[config.mk]
export PLATFORM = sky130hd
export DESIGN_NAME = vga_sync_to_count
export DESIGN_NICKNAME = d
export VERILOG_FILES = /design/src/rtl/vga_sync_to_count.sv
export SDC_FILE = /design/constraint.sdc
export NUM_CORES = 1
export LEC_CHECK = 0
export CORE_AREA = 4 4 77 79
export DETAILED_ROUTE_END_ITERATION = 16
export DIE_AREA = 0 0 81 83
export GPL_TIMING_DRIVEN = 1
export PLACE_DENSITY_LB_ADDON = 0.08
export SLEW_MARGIN = 40
export SYNTH_ARGS = -nofsm -noshare
export SYNTH_HDL_FRONTEND = slang
export SYNTH_SLANG_ARGS = --single-unit
[constraint.sdc]
create_clock -name CLK -period 1.9 [get_ports CLK]
set_input_delay 0.38 -clock CLK [delete_from_list [all_inputs] [get_ports CLK]]
set_output_delay 0.38 -clock CLK [all_outputs]
set_load 0.005 [all_outputs]
[src/rtl/vga_sync_to_count.sv]
// Rebuilds column/row counters from active-low H/V sync pulses and checks
// that the incoming timing is steady before reporting lock.
module vga_sync_to_count #(
    parameter int H_TOTAL    = 800,
    parameter int V_TOTAL    = 525,
    parameter int H_ACTIVE   = 640,
    parameter int V_ACTIVE   = 480,
    parameter int H_EDGE_COL = 640,
    parameter int V_EDGE_ROW = 480
) (
    input  logic       CLK,
    input  logic       RST,
    input  logic       H_pulse,
    input  logic       V_pulse,
    output logic       H_out,
    output logic       V_out,
    output logic [9:0] col,
    output logic [9:0] row,
    output logic       active,
    output logic       locked,
    output logic       err
);

    localparam int H_LEN_W = $clog2(2 * H_TOTAL + 1);
    localparam int V_LEN_W = $clog2(V_TOTAL + 2);

    localparam logic [H_LEN_W-1:0] H_LEN_ONE  = H_LEN_W'(1);
    localparam logic [H_LEN_W-1:0] H_LEN_GOOD = H_LEN_W'(H_TOTAL);
    localparam logic [H_LEN_W-1:0] H_LEN_MAX  = H_LEN_W'(2 * H_TOTAL);
    localparam logic [V_LEN_W-1:0] V_LEN_ONE  = V_LEN_W'(1);
    localparam logic [V_LEN_W-1:0] V_LEN_GOOD = V_LEN_W'(V_TOTAL);
    localparam logic [V_LEN_W-1:0] V_LEN_MAX  = V_LEN_W'(V_TOTAL + 1);

    localparam logic [9:0] COL_LAST = 10'(H_TOTAL - 1);
    localparam logic [9:0] ROW_LAST = 10'(V_TOTAL - 1);
    localparam logic [9:0] COL_EDGE = 10'(H_EDGE_COL);
    localparam logic [9:0] ROW_EDGE = 10'(V_EDGE_ROW);
    localparam logic [9:0] COL_VIS  = 10'(H_ACTIVE);
    localparam logic [9:0] ROW_VIS  = 10'(V_ACTIVE);

    typedef enum logic [1:0] {
        SEARCH = 2'd0,
        CHECK  = 2'd1,
        LOCKED = 2'd2
    } state_t;

    logic               h_q, v_q;
    logic [9:0]         col_q, col_d;
    logic [9:0]         row_q, row_d;
    logic [H_LEN_W-1:0] h_len_q, h_len_d;
    logic [V_LEN_W-1:0] v_len_q, v_len_d;
    logic               bad_q, bad_d;
    state_t             state_q;
    logic               active_q, locked_q, err_q;

    logic h_edge, v_edge;
    logic line_good, line_bad, timeout, frame_good, col_wrap;

    always_comb begin
        h_edge     = h_q & ~H_pulse;
        v_edge     = v_q & ~V_pulse;
        line_good  = (h_len_q == H_LEN_GOOD);
        line_bad   = h_edge & ~line_good;
        timeout    = (h_len_q == H_LEN_MAX);
        frame_good = (v_len_q == V_LEN_GOOD) & ~bad_q;
        col_wrap   = ~h_edge & (col_q == COL_LAST);
    end

    // Column/row reconstruction runs in every state; the edges only re-align it.
    always_comb begin
        col_d = col_q + 10'd1;
        if (h_edge) begin
            col_d = COL_EDGE;
        end else if (col_wrap) begin
            col_d = 10'd0;
        end

        row_d = row_q;
        if (v_edge) begin
            row_d = ROW_EDGE;
        end else if (col_wrap) begin
            row_d = (row_q == ROW_LAST) ? 10'd0 : row_q + 10'd1;
        end
    end

    // An H edge that lands on a V edge is the first line of the new frame.
    always_comb begin
        h_len_d = h_len_q;
        if (h_edge) begin
            h_len_d = H_LEN_ONE;
        end else if (!timeout) begin
            h_len_d = h_len_q + H_LEN_ONE;
        end

        v_len_d = v_len_q;
        bad_d   = bad_q | line_bad;
        if (v_edge) begin
            v_len_d = h_edge ? V_LEN_ONE : '0;
            bad_d   = line_bad;
        end else if (h_edge && (v_len_q != V_LEN_MAX)) begin
            v_len_d = v_len_q + V_LEN_ONE;
        end
    end

    always_ff @(posedge CLK or posedge RST) begin
        if (RST) begin
            h_q     <= 1'b1;
            v_q     <= 1'b1;
            col_q   <= '0;
            row_q   <= '0;
            h_len_q <= '0;
            v_len_q <= '0;
            bad_q   <= 1'b0;
        end else begin
            h_q     <= H_pulse;
            v_q     <= V_pulse;
            col_q   <= col_d;
            row_q   <= row_d;
            h_len_q <= h_len_d;
            v_len_q <= v_len_d;
            bad_q   <= bad_d;
        end
    end

    // locked mirrors the state of the previous cycle, so err leads its fall by one clock.
    always_ff @(posedge CLK or posedge RST) begin
        if (RST) begin
            state_q  <= SEARCH;
            err_q    <= 1'b0;
            locked_q <= 1'b0;
            active_q <= 1'b0;
        end else begin
            err_q    <= 1'b0;
            locked_q <= (state_q == LOCKED);
            active_q <= (state_q == LOCKED) && (col_d < COL_VIS) && (row_d < ROW_VIS);
            case (state_q)
                SEARCH: begin
                    if (!timeout && v_edge) begin
                        state_q <= CHECK;
                    end
                end
                CHECK: begin
                    if (timeout) begin
                        state_q <= SEARCH;
                    end else if (v_edge && frame_good) begin
                        state_q <= LOCKED;
                    end
                end
                LOCKED: begin
                    if (timeout || line_bad || (v_edge && !frame_good)) begin
                        state_q <= SEARCH;
                        err_q   <= 1'b1;
                    end
                end
                default: begin
                    state_q <= SEARCH;
                end
            endcase
        end
    end

    assign H_out  = h_q;
    assign V_out  = v_q;
    assign col    = col_q;
    assign row    = row_q;
    assign active = active_q;
    assign locked = locked_q;
    assign err    = err_q;

endmodule

==> run_results.csv, run 1 <==
group,metric,value,unit
status,status,"finished, final reports clean",
cts,clock-sinks,49,
power_and_ir_drop,power_frac_seq,49.7,%
setup_path,cp-start-kind,"register",
finish,drive_gt1_share,19.34,%
yosys,synth_compound_gate_area_share,10.33,%
cts,cts_hold_buf,0,
yosys,async_reset_ff_share,100.0,%
power_and_ir_drop,p_clk_share,30.5,%
setup_path,cp_slowest_stage_delay,480,ps
setup_path,startpoint,"col[1]$_DFF_PP0_",
setup_path,cp.arrival,2020,ps
floorplan,die_h,83,µm
cts,clockBufferDepth,2,
setup_path,worst_ep_required_time,2080,ps
detailed_routing,firstDrtPassIters,4,
yosys,synth_mux_area_share,0.4365,%
global_route,antenna_found_initial,0,
placed_design,dp_hpwl,4.201,mm
sta,layout_setup_ws,58.33,ps
floorplan,pin_count,29,
sta,post-route-period-util,96.93,%
power_and_ir_drop,swShare,27.16,%
detailed_routing,via_per_inst,5.241,
cts,cts_buffers,5,
finish,final_area,3332,µm²
yosys,synth_xor_area_share,7.468,%
setup_path,critical-path-top-delay-family,"simple AND/OR/NAND/NOR gates",
yosys,synth-seq-cells,49,
placed_design,port-buffer-count,28,
yosys,synthCells,267,
sta,drv_slew,0,
setup_path,cpMaxStageDelayCell,"or4_1",
placed_design,place_inst,395,
placed_design,placed_area,3186,µm²
global_route,grt_pass1_wl,10.05,mm
setup_path,critPathBufInv,0,
yosys,synth_top_family_by_area,"simple AND/OR/NAND/NOR gates",
yosys,syn_avg_cell_area,9.663,µm²
power_and_ir_drop,p_leak,1.526,nW
detailed_routing,drc,0,
sta,fin_skew,8.776,ps
cts,root_buffer,"clkbuf_8",
flow_run,max_cap_violations,0,
floorplan,start_util,48.34,%
power_and_ir_drop,p_int,1.756,mW
global_route,grt-ovfl-total,0,
sta,slew_headroom,76.21,%
placed_design,gp_congestion,0.7874,
setup_path,r2r_cells,7,
cts,cts_tree,"built",
setup_path,worst-path-stages,7,
detailed_routing,ant_nets,0,
finish,diodes,0,
floorplan,die-area,6723,µm²
yosys,ys_warn_count,0,
yosys,yosysSeqAreaShare,47.62,%
finish,finalNetCount,343,
finish,seq_area,1229,µm²
power_and_ir_drop,p_sw,0.6551,mW
yosys,synth-main-ff-cell,"dfrtp_1",
sta,setup_viol,0,
hold_path,hold_class,"in2async",
cts,worstSkewPairLatency,310,ps
power_and_ir_drop,p_comb_share,19.8,%
global_route,grt_max_degree,50,
floorplan,die_x,81,µm
sta,period_minus_slack,1842,ps
setup_path,crit_chain,"ha_2, and4_4, and4_4, nand2b_2, or4_1, nand3_2, a211oi_2",
setup_path,cp-end-kind,"register",
sta,max_freq,0.5430,GHz
detailed_routing,routedWlPerCell,14.23,µm
placed_design,place_ws,-177.1,ps
yosys,netlist-cell-type-count,50,
power_and_ir_drop,peakVddDrop,0.0005878,V
setup_path,r2r_slack,60,ps
detailed_routing,vias,2112,
setup_path,worstReg2RegEnd,"active$_DFF_PP0_",
finish,finalNonFillerCells,403,
yosys,synth_fa_ha_area_share,3.880,%
detailed_routing,first_iter_violations,97,
floorplan,num_rows,27,
detailed_routing,finalWirelength,5.734,mm
global_route,grtUsageTotal,18.92,%
setup_path,r2r_start,"col[1]$_DFF_PP0_",
yosys,netlist_area,2580,µm²
sta,tightest_slew,356.9,ps
yosys,synthSimpleGateAreaFrac,26.87,%
global_route,grt_pass1_vias,2071,
sta,rsz0062_at_grt,"no",
finish,fillers,493,
cts,htree_levels,2,
yosys,synth_nets,279,
sta,setup_tns,0,ps
power_and_ir_drop,powerDensity,723.7,nW/µm²
finish,postLayoutCoreUtil,62.42,%
setup_path,crit_fanout,4,
sta,final_hold_viol_count,0,
setup_path,cpMostUsedCell,"and4_4",
finish,area_delta_synth_final,29.15,%
floorplan,coreArea,5338,µm²
yosys,synth_edf_count,0,
setup_path,crit_type,"reg2reg",
cts,path_clk_slew,90,ps
finish,multiInputGateArea,1301,µm²
==> registers in the layout, indices dropped and copies added, names as in the netlist <==
register / flops
H_out: 1
V_out: 1
active: 1
bad_q: 1
col: 10
err: 1
h_len_q: 11
locked: 1
row: 10
state_q: 2
v_len_q: 10
==> worst max-delay path by stage <==
| stage | to | slack, ps |
|---|---|---|
| after detailed placement | active$_DFF_PP0_ | -180 |
| after global routing | active$_DFF_PP0_ | 0.1 |
| final | active$_DFF_PP0_ | 60 |
| after floorplan | active$_DFF_PP0_ | -30 |
| after global placement | active$_DFF_PP0_ | -160 |
| after CTS | active$_DFF_PP0_ | 10 |
==> power by group through the flow <==
stage | sequential [mW] | clock, mW | combinational [mW]
5_1_grt | 1.21 | 0.797 | 0.541
6_report | 1.20 | 0.736 | 0.476
2_1_floorplan | 1.24 | 0 | 0.213
4_1_cts | 1.20 | 0.756 | 0.486
3_3_place_gp | 1.21 | 0 | 0.463
3_5_place_dp | 1.21 | 0 | 0.484
==> layout by cell type (no fill, tap or decap), types with 2 or more instances in the layout <==
cell type        count
a21oi_1             14
a22oi_1              2
a31oi_1              3
and2b_2              2
and3_1              10
and4_4               2
and4b_1              2
buf_4               35
clkbuf_8             5
clkdlybuf4s50_1     28
dfrtp_1             47
dfstp_2              2
ha_1                 7
inv_1               11
nand2_1             21
nand3_1             15
nand4_1              7
nor2_1              36
nor2b_1              3
nor3_1               4
nor4_1               3
nor4bb_1             2
o21ai_0              8
o21ai_1              5
or3_1                7
xnor2_1              4
xor2_1              17
==> metrics by stage <==
stage / hold slack (ps) / power, mW
finish: 423.9 / 2.411
detailed placement: 457.8 / 1.698
floorplan: 384.5 / 1.450
global route: 446.3 / 2.551
CTS: 440.2 / 2.438
global placement: 442.4 / 1.675
==> layer usage <==
layer  up-vias  GRT usage [%]  share of wire [%]
li1       1060              -                  -
met4         0          5.069                1.0
met1      1021          26.85                 47
met2        25          29.20                 49
met3         6          4.013                2.7
met5         -              0                  0
==> what timing repair did <==
action | in CTS | in global routing
setup endpoints to repair | 1 | 3
gates resized for setup | 1 | 5
endpoints found under the hold margin | 0 | 0
pin swaps | 0 | 3
setup buffers | 0 | 1
==> cell usage after synthesis (all sizes together) (2+ instances only) <==
master / count / area, µm²
dfrtp: 47 / 1176
a31oi: 4 / 31.28
nor4: 4 / 40.04
nand3: 16 / 80.08
nand2b: 3 / 28.78
inv: 12 / 45.04
ha: 8 / 100.1
and2b: 2 / 17.52
and4b: 2 / 20.02
xnor2: 4 / 35.03
nand4: 8 / 56.30
and4: 2 / 20.02
clkbuf: 3 / 11.26
a22oi: 3 / 22.52
or3: 7 / 43.79
nand2: 21 / 78.83
o21ai: 13 / 65.06
nor2: 36 / 135.1
nor3: 5 / 30.03
dfstp: 2 / 52.55
nor2b: 3 / 18.77
buf: 4 / 31.27
nor4bb: 2 / 20.02
and3: 10 / 62.56
xor2: 18 / 157.7
a211oi: 2 / 20.02
a21oi: 14 / 70.07
==> worst reg2reg max path, cell delays in order (launching register included) <==
cell	delay, ps
dfrtp_1	370
ha_2	190
and4_4	230
and4_4	240
nand2b_2	60
or4_1	480
nand3_2	100
a211oi_2	40
==> area by class of cell <==
| class | count | share of cell area [%] |
|---|---|---|
| Clock inverter | 2 | 1.051 |
| Timing Repair Buffer | 64 | 16.90 |
| Tap cell | 72 | 2.704 |
| Multi-Input combinational cell | 199 | 39.05 |
| Inverter | 12 | 1.352 |
| Clock buffer | 5 | 2.065 |
| Sequential cell | 49 | 36.88 |
==> kinds of logic after synthesis <==
kind of cell    count (synthesis)
fa+ha+maj                       8
simple gates                  125
flops                          49
mux                             1
buf+inv                        19
compound gates                 43
xor+xnor                       22
(Power assumes the default switching activity.)
==> inputs of run 2 (changes only) <==
Settings changed: CTS_BUF_LIST from default to sky130_fd_sc_hd__clkbuf_4 sky130_fd_sc_hd__clkbuf_8.
==> results of run 2 <==
Final layout, timing and power as in run 1 (identical DEF).
==> inputs of run 3 (changes only) <==
Settings changed: PLACE_DENSITY from default to 0.73, PLACE_DENSITY_LB_ADDON 0.08 to default.
==> run 3 against run 2 <==
Clock power grew 17%. Maximum frequency increased by 0.20%. Clock skew is essentially flat. Critical path depth unchanged. Critical path type unchanged. Critical endpoint unchanged. Largest cell class unchanged. Largest power group unchanged.
==> run_results.csv, run 3 (synthesis gave the netlist of run 1 again) <==
group,metric,value,unit
hold_path,hold_class,"in2async",
flow_run,max_cap_violations,0,
global_route,grt_max_degree,33,
global_route,grt_pass1_wl,9.487,mm
power_and_ir_drop,powerDensity,758.4,nW/µm²
placed_design,dp_hpwl,4.044,mm
cts,cts_tree,"built",
setup_path,cp-end-kind,"register",
cts,cts_hold_buf,0,
detailed_routing,first_iter_violations,95,
setup_path,cp-start-kind,"register",
status,status,"finished, final reports clean",
detailed_routing,drc,0,
setup_path,cp.arrival,2020,ps
floorplan,start_util,48.34,%
sta,rsz0062_at_grt,"no",
global_route,antenna_found_initial,0,
global_route,grt-ovfl-total,0,
cts,clockBufferDepth,2,
finish,regMostFlops,"h_len_q",
global_route,grtUsageTotal,17.59,%
finish,fillers,471,
power_and_ir_drop,p_sw,0.6333,mW
detailed_routing,ant_nets,0,
floorplan,pin_count,29,
setup_path,crit_type,"reg2reg",
cts,worstSkewPairLatency,300,ps
sta,setup_viol,0,
sta,slew_headroom,69.78,%
power_and_ir_drop,peakVddDrop,0.0004745,V
cts,path_clk_slew,90,ps
cts,clock-sinks,49,
sta,final_hold_viol_count,0,
power_and_ir_drop,p_clk_share,34.3,%
detailed_routing,routedWlPerCell,13.58,µm
placed_design,port-buffer-count,28,
finish,layout_commonest_cell,"dfrtp_1",
sta,fin_skew,8.487,ps
global_route,grt_pass1_vias,2043,
setup_path,worst_ep_required_time,2080,ps
power_and_ir_drop,power_frac_seq,48.2,%
floorplan,coreArea,5338,µm²
cts,htree_levels,2,
power_and_ir_drop,p_comb_share,17.4,%
floorplan,die_h,83,µm
finish,area_delta_synth_final,28.52,%
sta,post-route-period-util,96.74,%
power_and_ir_drop,p_leak,1.519,nW
finish,drive_gt1_share,17.99,%
finish,final_area,3316,µm²
sta,period_minus_slack,1838,ps
sta,tightest_slew,449.2,ps
setup_path,crit_fanout,4,
detailed_routing,vias,2098,
floorplan,num_rows,27,
finish,largest_reg_flops,11,
detailed_routing,via_per_inst,5.245,
cts,cts_buffers,5,
detailed_routing,finalWirelength,5.432,mm
placed_design,gp_congestion,0.8268,
finish,final_cell_mix,"47 x dfrtp_1, 36 x nor2_1, 30 x buf_4",
finish,diodes,0,
sta,max_freq,0.5441,GHz
detailed_routing,firstDrtPassIters,4,
placed_design,placed_area,3156,µm²
power_and_ir_drop,p_int,1.881,mW
power_and_ir_drop,swShare,25.19,%
power_and_ir_drop,total_power,2.514,mW
floorplan,die-area,6723,µm²
sta,drv_slew,0,
floorplan,die_x,81,µm
cts,root_buffer,"clkbuf_8",
finish,finalNetCount,339,
run 3: per-stage QoR:
step | setup slack (ps) | hold WS (ps) | std cells | TNS, ps | utilization (%)
floorplan | -33.56 | 384.5 | 267 | -33.56 | -
global placement | -160.5 | 449.0 | 391 | -459.3 | 59.12
detailed placement | -161.7 | 448.4 | 391 | -511.6 | 59.12
CTS | 9.223 | 379.1 | 399 | 0 | 61.65
global route | 4.655 | 397.8 | 400 | 0 | 62.12
finish | 61.96 | 375.6 | 400 | 0 | 62.12
run 3: final cells by class:
type	count	area [µm²]	area share [%]
timing repair buffer	60	536.8	16.19
multi-input combinational	199	1281	38.64
inverter	12	45.04	1.358
clock buffer	5	68.82	2.075
tap	72	90.09	2.717
clock inverter	3	65.06	1.962
sequential	49	1229	37.06
run 3: power by group through the flow:
| stage | sequential [mW] | clock [mW] | combinational, mW |
|---|---|---|---|
| global placement | 1.23 | 0 | 0.427 |
| floorplan | 1.24 | 0 | 0.213 |
| CTS | 1.21 | 0.893 | 0.445 |
| finish | 1.21 | 0.864 | 0.439 |
| global route | 1.23 | 0.938 | 0.495 |
| detailed placement | 1.23 | 0 | 0.442 |
run 3: worst max-delay path: stages (launching register included):
cell      delay [ps]
dfrtp_1          380
ha_2             190
and4_4           240
and4_4           250
nand2b_2          60
or4_1            460
nand3_1          100
a211oi_2          50
run 3: path summary, 6_finish.rpt:
path | endpoint | start | cells after the start | slack (ps)
max | active$_DFF_PP0_ | col[1]$_DFF_PP0_ | 7 | 60
max reg2reg | active$_DFF_PP0_ | col[1]$_DFF_PP0_ | 7 | 60
min | h_len_q[10]$_DFFE_PP0P_ | RST | 2 | 380
min in group CLK | state_q[0]$_DFFE_PP0P_ | state_q[1]$_DFFE_PP0P_ | 1 | 470
max in group asynchronous | v_len_q[3]$_DFFE_PP0P_ | RST | 3 | 1020
min reg2reg | state_q[0]$_DFFE_PP0P_ | state_q[1]$_DFFE_PP0P_ | 1 | 470
run 3: per-layer routing:
metal	vias to the layer above	share of wire, %	track usage (%)
li1	1053	-	-
met1	1015	48	24.69
met2	28	48	27.41
met3	2	2.9	3.579
met4	0	0.70	4.916
met5	-	0	0
run 3: timing repair:
item                                    in CTS  in global routing
endpoints found under the hold margin        0                  0
endpoints found under the setup margin       1                  2
gates resized for setup                      1                  4
pin swaps                                    0                  3
setup buffers                                0                  1
